**src/rtl/led_bank_arbiter.sv**
```systemverilog
// Purpose: round-robin arbiter sharing one 4-LED bank between three requesters, with a tick prescaler.
// Latency: gnt one clock after a request or release is seen; LEDs follow the owner's pattern one clock later.
// Backpressure: req is level-held until gnt; after each release a GAP lasts until the next tick. Optional LED_ARB_TIMEOUT_EN.
module led_bank_arbiter #(
    parameter int unsigned TICK_DIV     = 12000,
    parameter int unsigned HOLD_MAX     = 250,
    parameter logic [3:0]  IDLE_PATTERN = 4'b0101
) (
    input  logic       CLK_12_MHZ,
    input  logic       rst_n,
    input  logic [2:0] req,
    input  logic [2:0] rel,
    input  logic [3:0] pat0,
    input  logic [3:0] pat1,
    input  logic [3:0] pat2,
    output logic [2:0] gnt,
    output logic       tick,
    output logic       led1,
    output logic       led2,
    output logic       led3,
    output logic       led4,
    output logic       busy,
    output logic       timeout
);

    typedef enum logic [1:0] {IDLE, GRANT, GAP} state_t;

    localparam logic [15:0] CNT_LAST = 16'(TICK_DIV - 1);

    // Reject parameter values outside the supported ranges at elaboration.
    if (TICK_DIV < 2 || TICK_DIV > 65535) begin : g_bad_tick_div
        $error("TICK_DIV out of range 2..65535");
    end
    if (HOLD_MAX < 1 || HOLD_MAX > 255) begin : g_bad_hold_max
        $error("HOLD_MAX out of range 1..255");
    end

    logic [1:0]  rst_sync_q;
    logic        arst_n;
    logic [15:0] cnt_q, cnt_d;
    logic        tick_q, tick_d;
    state_t      state_q, state_d;
    logic [2:0]  gnt_q, gnt_d;
    logic [1:0]  last_q, last_d;
    logic [3:0]  led_q, led_d;
    logic [1:0]  win;
    logic        own_req, own_rel;
    logic [3:0]  own_pat;

    // Reset asserts immediately but deasserts only after two clocks.
    always_ff @(posedge CLK_12_MHZ or negedge rst_n) begin
        if (!rst_n) rst_sync_q <= 2'b00;
        else        rst_sync_q <= {rst_sync_q[0], 1'b1};
    end
    assign arst_n = rst_sync_q[1];

    // Prescaler: count 0..TICK_DIV-1, pulse tick the clock after the last count.
    always_comb begin
        tick_d = (cnt_q == CNT_LAST);
        cnt_d  = (cnt_q == CNT_LAST) ? 16'd0 : cnt_q + 16'd1;
    end

    // Round-robin search starting just after the last owner.
    always_comb begin
        win = 2'd0;
        case (last_q)
            2'd0:    win = req[1] ? 2'd1 : (req[2] ? 2'd2 : 2'd0);
            2'd1:    win = req[2] ? 2'd2 : (req[0] ? 2'd0 : 2'd1);
            default: win = req[0] ? 2'd0 : (req[1] ? 2'd1 : 2'd2);
        endcase
    end

    // Current owner's request, release strobe and pattern.
    always_comb begin
        own_req = req[2];
        own_rel = rel[2];
        own_pat = pat2;
        case (last_q)
            2'd0:    begin own_req = req[0]; own_rel = rel[0]; own_pat = pat0; end
            2'd1:    begin own_req = req[1]; own_rel = rel[1]; own_pat = pat1; end
            default: begin own_req = req[2]; own_rel = rel[2]; own_pat = pat2; end
        endcase
    end

`ifdef LED_ARB_TIMEOUT_EN
    localparam logic [7:0] HOLD_LIM = 8'(HOLD_MAX);

    logic [7:0] hold_q, hold_d, hold_inc;
    logic       timeout_q, timeout_d;
    logic       hold_hit;

    // Ticks owned so far, saturating; the limit is judged on the incremented value
    // so the grant drops on the HOLD_MAX-th tick itself.
    always_comb begin
        hold_inc = (tick_q && hold_q != 8'hFF) ? hold_q + 8'd1 : hold_q;
        hold_hit = (hold_inc >= HOLD_LIM);
        hold_d   = hold_q;
        if (state_q == IDLE)       hold_d = 8'd0;
        else if (state_q == GRANT) hold_d = hold_inc;
    end
`endif

    // Next-state logic: arbitrate in IDLE, hold in GRANT, wait for a tick in GAP.
    always_comb begin
        state_d = state_q;
        gnt_d   = gnt_q;
        last_d  = last_q;
`ifdef LED_ARB_TIMEOUT_EN
        timeout_d = 1'b0;
`endif
        case (state_q)
            IDLE: begin
                if (|req) begin
                    state_d = GRANT;
                    gnt_d   = 3'b001 << win;
                    last_d  = win;
                end
            end
            GRANT: begin
                // A release outranks a simultaneous timeout.
                if (own_rel || !own_req) begin
                    state_d = GAP;
                    gnt_d   = 3'b000;
                end
`ifdef LED_ARB_TIMEOUT_EN
                else if (hold_hit) begin
                    state_d   = GAP;
                    gnt_d     = 3'b000;
                    timeout_d = 1'b1;
                end
`endif
            end
            GAP: begin
                if (tick_q) state_d = IDLE;
            end
            default: begin
                state_d = IDLE;
                gnt_d   = 3'b000;
            end
        endcase
        led_d = (state_q == GRANT) ? own_pat : IDLE_PATTERN;
    end

    // State, grant and LED registers; last owner resets to 2 so requester 0 wins first.
    always_ff @(posedge CLK_12_MHZ or negedge arst_n) begin
        if (!arst_n) begin
            cnt_q   <= 16'd0;
            tick_q  <= 1'b0;
            state_q <= IDLE;
            gnt_q   <= 3'b000;
            last_q  <= 2'd2;
            led_q   <= IDLE_PATTERN;
        end else begin
            cnt_q   <= cnt_d;
            tick_q  <= tick_d;
            state_q <= state_d;
            gnt_q   <= gnt_d;
            last_q  <= last_d;
            led_q   <= led_d;
        end
    end

`ifdef LED_ARB_TIMEOUT_EN
    // Hold counter and timeout pulse register.
    always_ff @(posedge CLK_12_MHZ or negedge arst_n) begin
        if (!arst_n) begin
            hold_q    <= 8'd0;
            timeout_q <= 1'b0;
        end else begin
            hold_q    <= hold_d;
            timeout_q <= timeout_d;
        end
    end
    assign timeout = timeout_q;
`else
    assign timeout = 1'b0;
`endif

    assign gnt  = gnt_q;
    assign tick = tick_q;
    assign busy = (state_q != IDLE);
    assign {led4, led3, led2, led1} = led_q;

endmodule

```
**config.mk**
```make
export PLATFORM = sky130hd
export DESIGN_NAME = led_bank_arbiter
export DESIGN_NICKNAME = d
export VERILOG_FILES = /design/src/rtl/led_bank_arbiter.sv
export SDC_FILE = /design/constraint.sdc
export NUM_CORES = 1
export LEC_CHECK = 0
export CAP_MARGIN = 25
export CORE_MARGIN = 3
export CORE_UTILIZATION = 50
export CTS_BUF_LIST = sky130_fd_sc_hd__clkbuf_4 sky130_fd_sc_hd__clkbuf_8 sky130_fd_sc_hd__clkbuf_16
export DETAILED_ROUTE_END_ITERATION = 6
export GPL_TIMING_DRIVEN = 0
export PLACE_DENSITY = 0.78
export SLEW_MARGIN = 20
export SYNTH_ARGS = -nofsm -noshare
export SYNTH_HDL_FRONTEND = slang
export SYNTH_SLANG_ARGS = --single-unit
export TNS_END_PERCENT = 50
```
**constraint.sdc**
```tcl
create_clock -name CLK_12_MHZ -period 1.15 [get_ports CLK_12_MHZ]
set_input_delay 0.23 -clock CLK_12_MHZ [delete_from_list [all_inputs] [get_ports CLK_12_MHZ]]
set_output_delay 0.23 -clock CLK_12_MHZ [all_outputs]
set_load 0.005 [all_outputs]
```
Word-level counts from Yosys, hierarchy flattened
Index checks and enable logic that the tools add are counted.
{"block": "totals", "input_bits": 20, "wordCells": 45, "out_inout_bits": 10, "reg_bits": 30}
{"block": "op_classes", "eq_ne": 7, "bitwise_logic": 1, "mux": 19, "n_addsub": 1, "reduce_logical": 9, "shifts": 1}
{"op": "$add A16 B1 Y16 const B", "count": 1}
{"op": "$eq A16 B14 Y1 const B", "count": 1}
{"op": "$mux W16", "count": 1}
{"op": "$mux W2", "count": 8}
{"op": "$pmux W3 S3", "count": 1}
{"op": "$pmux W4 S2", "count": 1}
{"op": "$mux W3", "count": 2}
{"op": "$ne A2 B2 Y1 const B", "count": 3}
{"op": "$pmux W2 S3", "count": 1}
{"op": "$reduce_and A3 Y1", "count": 2}
{"op": "$eq A2 B1 Y1 const B", "count": 2}
{"op": "$logic_not A2 Y1", "count": 2}
{"op": "$mux W4", "count": 1}
{"op": "$pmux W1 S2", "count": 2}
{"op": "$pmux W2 S2", "count": 1}
{"op": "$reduce_or A3 Y1", "count": 1}
{"op": "$shl A1 B2 Y3 const A", "count": 1}
{"op": "$eq A2 B2 Y1 const B", "count": 1}
{"op": "$reduce_and A2 Y1", "count": 1}
{"op": "$reduce_bool A2 Y1", "count": 1}
{"op": "$logic_not A1 Y1", "count": 1}
{"op": "$logic_or A1 B1 Y1", "count": 1}
{"op": "$mux W1", "count": 1}
{"op": "$not A1 Y1", "count": 1}

Logic depth before layout (Yosys ltp)
{"block": "depth", "depth_word": 6, "ltp_mapped": 5, "depth_no_buf": 4}

Worst setup path after synthesis
Ideal clock, no wire load.
{"block": "synth_path", "path_type": "flip-flop to flip-flop", "start": "register cnt_q[12]", "end": "register cnt_q[7]", "arrival_time_ns": 1.439, "path_stages_with_launch": 4, "setup_time_ns": 0.140, "slack_ns": -0.429, "t_required_ns": 1.010, "cell_sequence": "dfrtp_1 -> or4b_4 -> nor4_4 -> o221ai_2"}
{"block": "synth_via", "elab_chain_cells": 2}
{"element": "start, declared", "line": "40", "text": "logic [15:0] cnt_q, cnt_d;"}
{"element": "start signal, assigned", "line": "154", "text": "cnt_q <= cnt_d;"}
{"element": "$eq A16 B14 Y1"}
{"element": "named net tick_d", "line": "41", "text": "logic tick_q, tick_d;"}
{"element": "$mux W16", "line": "60", "text": "cnt_d = (cnt_q == CNT_LAST) ? 16'd0 : cnt_q + 16'd1;"}
{"element": "named net cnt_d[7]", "line": "40"}
The timed path passes the listed nets, and every way through them passes these cells.
A chain may end at the register's enable or synchronous reset.

Worst setup path after layout
{"block": "layout_path", "start": "register cnt_q[14]", "end": "register cnt_q[7]"}
The elaborated chain is that of the path after synthesis.

==> summary.txt <==
Global routing
  – Largest net degree at the start of global routing: 19
  – Vias in the first global route: 1,351
  – GRT Util Overall: 0.221
  – First-pass GRT wire length: 5910 um
  – Initial antenna violation count: 0
  – GRT overflow: 0

Clock tree
  – H-Tree Depth: 2
  – Worst-path clk slew: 0.10 ns
  – Bufs on Longest Clock Path: 2
  – Sink Count: 30
  – Worst-skew pair later-pin latency: 0.32 ns
  – TritonCTS clock tree: built
  – Clock root cell: clkbuf_4
  – CTS Buf Count: 5

Layout
  – Non-filler instance count after layout: 225
  – Post-layout util: 0.764
  – N_diodes: 0
  – Layout Area Growth over Synthesis: 42.1%
  – Post-route cell area: 2140 um2
  – Nets@finish: 214
  – Fillers: 192
  – Layout cells sized above 1: 0.356

Logic synthesis
  – Share of the synthesized area in the top cell type: 0.448
  – Ys async rst share: 1.00
  – Top-count cell post-synth: dfrtp_1
  – Syn nets: 166
  – Top FF cell, synth: dfrtp_1
  – Top cells by area, synth: dfrtp_1, dfstp_2, xor2_1
  – Synth cell types: 43
  – Cell taking the most area after synthesis: dfrtp_1
  – Avg Cell Area, Syn: 10.4 um2
  – Post-synth top cells: dfrtp_1, nor2_1, nand2_1
  – Gate Count Post-Synth: 145
  – Syn Std Cell Area: 1510 um2
  – Seq cells post-synth: 30
  – Number of flops mapped to enable cells by yosys: 0
  – Sequential-to-total area share from yosys stat: 0.500
  – Warnings, synthesis: 0

Critical path
  – Reg2reg setup slack: -0.39 ns
  – Crit path cell chain: or4b_4, nor4_4, buf_4, o221ai_2
  – Startpoint Class: flop
  – Worst Path Required: 1.36 ns
  – Slowest cell delay on critical path: 0.58 ns
  – Kind of critical path: flop to flop
  – Slowest cell on the critical path: or4b_4
  – Crit path max fanout: 6
  – Crit path DAT: 1.75 ns
  – Critical path capture point type: flop

Timing
  – Worst rel slew slack: 0.661
  – PnR worst setup slack: -0.389 ns
  – Final Skew: 0.0138 ns
  – Min Clock Period, post-route: 1.54 ns
  – Final setup violation count: 26
  – Hold Fails Final Rpt: 0
  – Final period util: 1.34
  – Slew @ Worst Pin: 0.509 ns
  – Max Clock Freq: 650 MHz
  – Max-slew violation total from the final report: 0
  – RSZ-0062 raised after global routing: true

Placed design
  – Placed cell areas: 1870 um2
  – Placer Congestion: 0.832
  – Placed cells: 205
  – IO buf count: 28
  – Detailed-placement wirelength estimate: 2270 um
  – Dpl ws: -0.620 ns

Routing
  – Wire length per cell: 16.3 um
  – Top Metal Used: met4
  – Routed WL: 3670 um
  – DR DRC count: 0
  – Met2 wire length: 2020 um
  – M1 WL: 1410 um
  – Met3 wire len: 137 um
  – Drt pass-1 iters: 4
  – Final ANT Viol Nets: 0
  – Via/cell ratio: 5.68
  – DR vias: 1,277
  – DR iter-0 viols: 39

Pwr
  – Total Power: 3540 uW
  – Logic pwr share: 0.415
  – Sequential Power Share: 0.398
  – Sw Ratio: 0.327
  – Clock power frac: 0.187
  – Int Pwr: 2380 uW
  – Power per cell area: 1650 nW/um2
  – Peak supply drop: 0.000981 V
  – P_leak: 0.00102 uW
  – Psw: 1160 uW

Floorplan
  – Core outline area: 2810 um2
  – Overall die height: 60.9 um
  – IO Count: 30
  – Die X: 60.9 um
  – Initial core utilization: 0.538
  – Die Area: 3710 um2
  – Row cnt: 19

Hold path
  – Hold Path Class: input port to async pin

Outcome
  – Status: complete, but fails checks
  – Failing checks: setup timing

Run
  – Maximum Capacitance Violations: 0
## metal layers
metal | global-route usage | vias up
met2 | 0.418 | 30
met3 | 0.0532 | 10
met4 | 0.108 | 0
met1 | 0.222 | 635
met5 | 0 | -
li1 | - | 602
## kinds of logic after synthesis
| kind of cell | synth area share |
|---|---|
| other | 0.00498 |
| adder cells (fa/ha/maj) | 0.00829 |
| XOR/XNOR | 0.0639 |
| AO/OA/AOI/OAI | 0.0829 |
| flip-flops | 0.500 |
| multiplexers | 0.0556 |
| AND/OR/NAND/NOR | 0.258 |
| buffers and inverters | 0.0265 |
## power by group through the flow
stage / clock (uW) / sequential [uW] / combinational (uW)
after floorplan: 0 / 1410 / 661
after global placement: 0 / 1420 / 1070
after detailed placement: 0 / 1420 / 1120
after CTS: 690 / 1360 / 1440
after global routing: 720 / 1430 / 1570
final: 662 / 1410 / 1470
## layout make-up
type / count / area (um2) / area share
well taps: 31 / 38.8 / 0.0181
inverters: 5 / 18.8 / 0.00875
clock buffers: 7 / 58.8 / 0.0274
multi-input cells: 106 / 852 / 0.397
flip-flops and latches: 30 / 761 / 0.355
repair buffers: 42 / 377 / 0.176
plain buffers: 3 / 33.8 / 0.0158
clock inverters: 1 / 5.00 / 0.00233
## path summary, 6_finish.rpt
check	endpoint	cells after the start	start
min in group CLK_12_MHZ	rst_sync_q[1]	0	rst_sync_q[0]
min	rst_sync_q[0]	1	rst_n
max reg2reg	cnt_q[7]	4	cnt_q[14]
max	cnt_q[7]	4	cnt_q[14]
max in group asynchronous	last_q[1]	1	rst_sync_q[1]
min reg2reg	cnt_q[1]	0	rst_sync_q[1]
## registers in the layout, indices dropped and copies added, names as in the netlist
name / count
last_q: 2
rst_sync_q: 2
state_q: 2
led_q: 4
gnt: 3
tick: 1
cnt_q: 16
## critical path: cells and delay by family (launching register included)
kind            cells  cell delay (ns)
simple gates        2             0.74
flops               1             0.40
buf+inv             1             0.19
compound gates      1             0.10
## metrics by stage
stage	hold WS (ns)	setup TNS (ns)
global placement	0.336	-10.07
detailed placement	0.222	-9.94
floorplan	-0.0656	-4.57
global route	0.0508	-6.58
finish	0.0726	-5.49
CTS	0.0532	-5.51
## layout by cell type (no fill, tap or decap), types with 2 or more instances in the layout
cell type        instances
nand4_1                  4
nor2b_1                  3
o32ai_2                  2
a21oi_1                  5
buf_6                    5
nand2_1                  9
nor2_1                  15
or3_1                    2
nor4_4                   2
or4b_4                   2
clkbuf_2                 6
dfrtp_2                  5
xor2_1                   9
nor3_4                   3
dfstp_2                  3
clkbuf_4                 6
buf_4                   11
inv_1                    5
nand2b_1                 3
dfrtp_1                 22
nor2_2                   2
conb_1                   2
clkdlybuf4s50_1         18
nand3_1                  6
mux2i_1                  5
nand2_4                  2
xnor2_1                  2
buf_2                    2
o21ai_0                  3
nand3_4                  2
## repair_timing
| item | 4_1_cts | 5_1_grt |
|---|---|---|
| pin swaps | 11 | 5 |
| buffers inserted | 10 | 3 |
| resized for setup | 54 | 18 |
| endpoints found under the setup margin | 35 | 34 |
| hold buffers | 0 | 0 |
(Power assumes the default switching activity.)
